## config.mk

```make
export PLATFORM = sky130hd
export DESIGN_NAME = lsu_ctrl
export DESIGN_NICKNAME = d
export VERILOG_FILES = /design/src/rtl/lsu_ctrl_pkg.sv /design/src/rtl/lsu_ctrl_lane.sv /design/src/rtl/lsu_ctrl.sv
export SDC_FILE = /design/constraint.sdc
export NUM_CORES = 1
export LEC_CHECK = 0
export BUFFER_PORTS_ARGS = -buffer_cell sky130_fd_sc_hd__buf_2
export CAP_MARGIN = 20
export CORE_ASPECT_RATIO = 1.5
export CORE_UTILIZATION = 44
export DETAILED_ROUTE_END_ITERATION = 16
export GPL_TIMING_DRIVEN = 0
export HOLD_SLACK_MARGIN = 0.15
export PLACE_DENSITY = 0.75
export SYNTH_ARGS = -nofsm -noshare
export SYNTH_HDL_FRONTEND = slang
export SYNTH_SLANG_ARGS = --single-unit
export TNS_END_PERCENT = 10
```

## constraint.sdc

```tcl
create_clock -name clk -period 1.8 [get_ports clk]
set_input_delay 0.27 -clock clk [delete_from_list [all_inputs] [get_ports clk]]
set_output_delay 0.27 -clock clk [all_outputs]
set_load 0.1 [all_outputs]
```

## src/rtl/lsu_ctrl_pkg.sv

```systemverilog
// Shared types for the load/store sequencer: scalar aliases, access size and FSM state.
package lsu_ctrl_pkg;

  typedef logic        u1;
  typedef logic [31:0] u32;

  typedef enum logic [1:0] {
    BYTE = 2'b00,
    HALF = 2'b01,
    WORD = 2'b10
  } size_t;

  typedef enum logic [1:0] {
    IDLE,
    ACCESS,
    WRITE,
    RESP
  } lsu_state_t;

  // The reserved encoding 2'b11 behaves as a full word.
  function automatic size_t decode_size(input logic [1:0] raw);
    case (raw)
      2'b00:   return BYTE;
      2'b01:   return HALF;
      default: return WORD;
    endcase
  endfunction

endpackage

```

## src/rtl/lsu_ctrl_lane.sv

```systemverilog
// Combinational lane logic: little-endian load extract/extend and sub-word store merge.
module lsu_lane
  import lsu_ctrl_pkg::*;
(
  input  logic [1:0] i_addr_lo,
  input  size_t      i_size,
  input  u1          i_uns,
  input  u32         i_word,
  input  u32         i_wdata,
  output u32         o_load_data,
  output u32         o_merged
);

  logic [7:0]  w_byte;
  logic [15:0] w_half;

  always_comb begin
    // NOTE: every signal written here gets a default first, so no path can infer a latch.
    w_byte      = i_word[7:0];
    w_half      = i_addr_lo[1] ? i_word[31:16] : i_word[15:0];
    o_load_data = i_word;
    o_merged    = i_word;

    case (i_addr_lo)
      2'd1:    w_byte = i_word[15:8];
      2'd2:    w_byte = i_word[23:16];
      2'd3:    w_byte = i_word[31:24];
      default: ;
    endcase

    case (i_size)
      BYTE: begin
        o_load_data = {{24{w_byte[7] & ~i_uns}}, w_byte};
        case (i_addr_lo)
          2'd0: o_merged[7:0]   = i_wdata[7:0];
          2'd1: o_merged[15:8]  = i_wdata[7:0];
          2'd2: o_merged[23:16] = i_wdata[7:0];
          2'd3: o_merged[31:24] = i_wdata[7:0];
        endcase
      end
      HALF: begin
        o_load_data = {{16{w_half[15] & ~i_uns}}, w_half};
        if (i_addr_lo[1]) o_merged[31:16] = i_wdata[15:0];
        else              o_merged[15:0]  = i_wdata[15:0];
      end
      default: o_merged = i_wdata;
    endcase
  end

endmodule

```

## src/rtl/lsu_ctrl.sv

```systemverilog
// Load/store sequencer in front of a word-only dmem; sub-word stores use read-modify-write.
// Define LSU_MISALIGN_EXC_EN to flag misaligned half/word accesses instead of aligning them down.
module lsu_ctrl
  import lsu_ctrl_pkg::*;
#(
  parameter int ADDR_W = 32
) (
  input  logic              clk,
  input  logic              reset,
  input  logic              req_valid,
  output logic              req_ready,
  input  logic              req_write,
  input  logic [1:0]        req_size,
  input  logic              req_uns,
  input  logic [ADDR_W-1:0] req_addr,
  input  logic [31:0]       req_wdata,
  output logic              resp_valid,
  output logic [31:0]       resp_rdata,
  output logic              resp_err,
  output logic              dmem_we,
  output logic [ADDR_W-1:0] dmem_addr,
  output logic [31:0]       dmem_wdata,
  input  logic [31:0]       dmem_rdata
);

  lsu_state_t        r_state;
  lsu_state_t        w_next;
  logic [1:0]        r_lo;
  size_t             r_size;
  u1                 r_uns;
  u1                 r_write;
  u1                 r_resp_valid;
  u1                 r_resp_err;
  u32                r_resp_rdata;
  logic [ADDR_W-1:0] r_dmem_addr;
  u32                r_dmem_wdata;

  u1  w_misalign;
  u1  w_we;
  u1  w_rmw;
  u32 w_load;
  u32 w_merged;

  // r_dmem_wdata holds the right-aligned store data until ACCESS turns it into the merged word.
  lsu_lane u_lane (
    .i_addr_lo   (r_lo),
    .i_size      (r_size),
    .i_uns       (r_uns),
    .i_word      (dmem_rdata),
    .i_wdata     (r_dmem_wdata),
    .o_load_data (w_load),
    .o_merged    (w_merged)
  );

`ifdef LSU_MISALIGN_EXC_EN
  assign w_misalign = ((r_size == HALF) && r_lo[0]) ||
                      ((r_size == WORD) && (r_lo != 2'b00));
`else
  assign w_misalign = 1'b0;
`endif

  assign w_rmw = r_write && !w_misalign && (r_size != WORD);

  always_comb begin
    w_next = r_state;
    w_we   = 1'b0;
    case (r_state)
      IDLE:   if (req_valid) w_next = ACCESS;
      ACCESS: begin
        if (w_rmw) begin
          w_next = WRITE;
        end else begin
          w_next = RESP;
          w_we   = r_write && !w_misalign;
        end
      end
      WRITE: begin
        w_we   = 1'b1;
        w_next = RESP;
      end
      RESP:    w_next = IDLE;
      default: w_next = IDLE;
    endcase
    // The strobe must drop in the very cycle reset is raised, not one edge later.
    if (reset) begin
      w_next = IDLE;
      w_we   = 1'b0;
    end
  end

  // NOTE: sequential state uses non-blocking assignments so every register samples pre-edge values.
  always_ff @(posedge clk) begin
    if (reset) r_state <= IDLE;
    else       r_state <= w_next;
  end

  always_ff @(posedge clk) begin
    if (reset) begin
      r_lo         <= 2'b00;
      r_size       <= BYTE;
      r_uns        <= 1'b0;
      r_write      <= 1'b0;
      r_resp_valid <= 1'b0;
      r_resp_err   <= 1'b0;
      r_resp_rdata <= '0;
      r_dmem_addr  <= '0;
      r_dmem_wdata <= '0;
    end else begin
      r_resp_valid <= (w_next == RESP);
      r_resp_err   <= (r_state == ACCESS) && w_misalign;
      case (r_state)
        IDLE: begin
          if (req_valid) begin
            r_lo         <= req_addr[1:0];
            r_size       <= decode_size(req_size);
            r_uns        <= req_uns;
            r_write      <= req_write;
            r_dmem_addr  <= {req_addr[ADDR_W-1:2], 2'b00};
            r_dmem_wdata <= req_wdata;
          end
        end
        ACCESS: begin
          r_resp_rdata <= (r_write || w_misalign) ? '0 : w_load;
          if (w_rmw) r_dmem_wdata <= w_merged;
        end
        default: ;
      endcase
    end
  end

  assign req_ready  = (r_state == IDLE) && !reset;
  assign resp_valid = r_resp_valid;
  assign resp_rdata = r_resp_rdata;
  assign resp_err   = r_resp_err;
  assign dmem_we    = w_we;
  assign dmem_addr  = r_dmem_addr;
  assign dmem_wdata = r_dmem_wdata;

endmodule

```

==> qor.json <==
{
  "yosys.area.top_type": "sky130_fd_sc_hd__dfxtp_1",
  "num_antenna_cells": 0,
  "place.gp.congestion": 0.9074,
  "worstSetupStartpoint": "r_state[1]",
  "timing.reg2reg.setup_slack_ns": -0.01,
  "totalNegativeSetupSlack_ns": -0.05240,
  "die_w_microns": 90.12,
  "crit_path_start_kind": "register",
  "routed_via_count_divided_by_cell_count": 5.647,
  "netlist_instances": 618,
  "fmax_mhz": 543.2,
  "first_pass_iters": 5,
  "final-hold-violation-count": 0,
  "placement_rows": 47,
  "clk_path_buf_depth": 2,
  "detail_route.wirelength_mm": 18.24,
  "grt_start_max_net_pins": 17,
  "place_hpwl_mm": 14.06,
  "critPathKind": "reg -> out",
  "floorplan.io_pins": 203,
  "actual_slew_at_the_worst_max_slew_pin_ns": 0.5383,
  "synthFlopType": "sky130_fd_sc_hd__dfxtp_1",
  "numPortBuffers": 199,
  "rsz0062_at_grt": "yes",
  "synthesis.yosys.warnings": 0,
  "first_global_vias": 5647,
  "cp.required_ns": 1.53,
  "fin_crit_ns": 1.841,
  "timing.critical_path.arrival_ns": 1.57,
  "htree_num_levels": 3,
  "setup_viol": 2,
  "route.detailed.wl_per_inst_microns": 18.36,
  "cts.sink_count": 103,
  "post-route-period-util": 1.023,
  "crit_path_end": "dmem_we",
  "synth_top_cells_by_count": "sky130_fd_sc_hd__nand2_1 (132), sky130_fd_sc_hd__dfxtp_1 (103), sky130_fd_sc_hd__a21oi_1 (75)",
  "max-slew-margin-rel": 0.6411,
  "tritoncts.num_buffers": 9,
  "worstReg2RegEnd": "dmem_wdata[15]",
  "grt_use_total": 0.2943,
  "total_leakage_power_nw": 3.043,
  "initial_utilization": 0.4587,
  "clk_pin_slew_ns": 0.07,
  "initialDrtViolationCount": 288,
  "clock_latency_ns": 0.35,
  "floorplan.die_area_sq_mm": 0.01209,
  "synthMostInstantiatedCell": "sky130_fd_sc_hd__nand2_1",
  "die_height_microns": 134.2,
  "hold_class": "in -> reg",
  "synth-edff-count": 0,
  "setup.worst_path.end_class": "output pin",
  "syn-mean-instance-area_sq_um": 8.293,
  "drv.max_cap_violation_count": 0,
  "grt_first_pass_wirelength_mm": 27.96,
  "r2r_cells": 9,
  "pwr_density_cell_mw_per_mm2": 2270,
  "finClkSkew_ns": 0.009301,
  "dr_total_vias": 5607,
  "clockRootBuffer": "sky130_fd_sc_hd__clkbuf_16",
  "antenna_found_initial": 0,
  "post_synth_num_cell_types": 50,
  "layout.nets": 949,
  "whs_ns": 0.1518,
  "r2r-start": "r_state[1]",
  "synth_seq_area_share": 0.4023,
  "worst_ir_drop_vdd_mv": 1.074,
  "areaGrowthSynthToFinish_pct": 35.82,
  "post-route-worst-setup-slack_ns": -0.04086,
  "layout-drive-gt1-share": 0.3842,
  "grt.overflow.total": 0,
  "asyncSetResetFlopFracSynth": 0,
  "maxSlewViolCount": 0,
  "violations": "negative setup slack",
  "core_box_area_sq_mm": 0.01117,
  "yosys.area.top_type_share": 0.4023,
  "run_status": "finished, violations left",
  "cts_tree": "done",
  "crit_fanout": 10,
  "ant_nets": 0,
  "drt_drc_violations_left": 0,
  "synth.top_cells.by_area": "sky130_fd_sc_hd__dfxtp_1 (40%), sky130_fd_sc_hd__nand2_1 (9.7%), sky130_fd_sc_hd__a21oi_1 (7.3%), sky130_fd_sc_hd__a211oi_1 (3.8%), sky130_fd_sc_hd__o21ai_0 (3.3%)",
  "synth.ff_latch_count": 103,
  "netlist_area_sq_mm": 0.005125
}
[through the flow]
| stage | power [mW] | setup slack (ns) | instance area, sq um | instances | util |
|---|---|---|---|---|---|
| 3_3_place_gp | 12.92 | -0.3236 | 6317 | 966 | 0.5654 |
| 5_1_grt | 16.40 | -0.1018 | 6960 | 993 | 0.6230 |
| 3_5_place_dp | 13.08 | -0.3451 | 6317 | 966 | 0.5654 |
| 2_1_floorplan | 11.33 | -0.4349 | 5137 | 620 | - |
| 4_1_cts | 15.38 | -0.1197 | 6751 | 986 | 0.6043 |
| 6_report | 15.80 | -0.04086 | 6960 | 993 | 0.6230 |
[registers in the layout, indices dropped and copies added, names as in the netlist]
| signal | flops |
|---|---|
| dmem_wdata | 32 |
| r_state | 2 |
| r_size | 2 |
| r_lo | 2 |
| resp_rdata | 32 |
| dmem_addr | 30 |
| r_write | 1 |
| r_uns | 1 |
| resp_valid | 1 |
[report_power, final]
| part | internal (mW) | total (mW) | switching (mW) | leakage (nW) |
|---|---|---|---|---|
| clock network | 1.25 | 2.14 | 0.881 | 0.160 |
| logic | 2.27 | 10.1 | 7.81 | 2.04 |
| registers | 3.03 | 3.59 | 0.553 | 0.846 |
[kinds of logic after synthesis]
group / share of synthesized area
AND/OR/NAND/NOR: 0.2019
adder cells (fa/ha/maj): 0.009766
buffers and inverters: 0.06055
multiplexers: 0.06299
flip-flops: 0.4023
AO/OA/AOI/OAI: 0.2617
other: 0.0007317
[layout make-up]
class / instances / area (sq um)
Buffer: 54 / 335.3
Clock buffer: 10 / 239.0
Clock inverter: 5 / 81.33
Fill cell: 1033 / 4213
Inverter: 9 / 40.04
Multi-Input combinational cell: 454 / 2899
Sequential cell: 103 / 2067
Tap cell: 147 / 183.9
Timing Repair Buffer: 211 / 1115
[worst max-delay path, cell delays in order (launching register included)]
cell	delay (ns)
sky130_fd_sc_hd__dfxtp_2	0.36
sky130_fd_sc_hd__inv_4	0.06
sky130_fd_sc_hd__ha_4	0.16
sky130_fd_sc_hd__buf_6	0.14
sky130_fd_sc_hd__buf_8	0.12
sky130_fd_sc_hd__a31oi_4	0.16
sky130_fd_sc_hd__nor2b_4	0.06
sky130_fd_sc_hd__buf_12	0.16
[layer usage]
metal  vias to the layer above  wire (microns)  global-route usage
met2                       285            9538              0.5534
met3                        65            1276             0.06179
met1                      2610            6563              0.3024
li1                       2647               -                   -
met5                         -               0                   0
met4                         0             856              0.1568
[placed cells by master (no fill, tap or decap), types with 9 or more instances in the layout]
cell | netlist | final
sky130_fd_sc_hd__a211oi_1 | 26 | 20
sky130_fd_sc_hd__a21oi_1 | 75 | 75
sky130_fd_sc_hd__buf_2 | 20 | 208
sky130_fd_sc_hd__buf_4 | 7 | 16
sky130_fd_sc_hd__clkbuf_1 | 22 | 15
sky130_fd_sc_hd__clkbuf_16 | 0 | 9
sky130_fd_sc_hd__dfxtp_1 | 103 | 99
sky130_fd_sc_hd__mux2_2 | 9 | 9
sky130_fd_sc_hd__mux2i_1 | 14 | 14
sky130_fd_sc_hd__nand2_1 | 132 | 132
sky130_fd_sc_hd__nand2b_1 | 10 | 10
sky130_fd_sc_hd__nand3b_1 | 9 | 9
sky130_fd_sc_hd__nor2_1 | 37 | 37
sky130_fd_sc_hd__o21ai_0 | 34 | 32
sky130_fd_sc_hd__o221ai_1 | 14 | 11
[timing repair]
action                                  4_1_cts  5_1_grt
hold endpoints to repair                      3        0
buffers inserted                              2        7
endpoints found under the setup margin       79       87
pin swaps                                     6        5
hold buffers                                  3        0
resized for setup                            22       44
[worst min path at each step]
stage,start,end,slack [ns],depth (start not counted)
after floorplan,req_uns,r_uns,0.41,2
after global placement,resp_rdata[13],resp_rdata[13],0.42,2
after detailed placement,resp_rdata[11],resp_rdata[11],0.43,2
after CTS,req_addr[13],dmem_addr[13],0.15,3
after global routing,req_addr[12],dmem_addr[12],0.16,3
final,req_uns,r_uns,0.15,3
(Power assumes the default switching activity.)
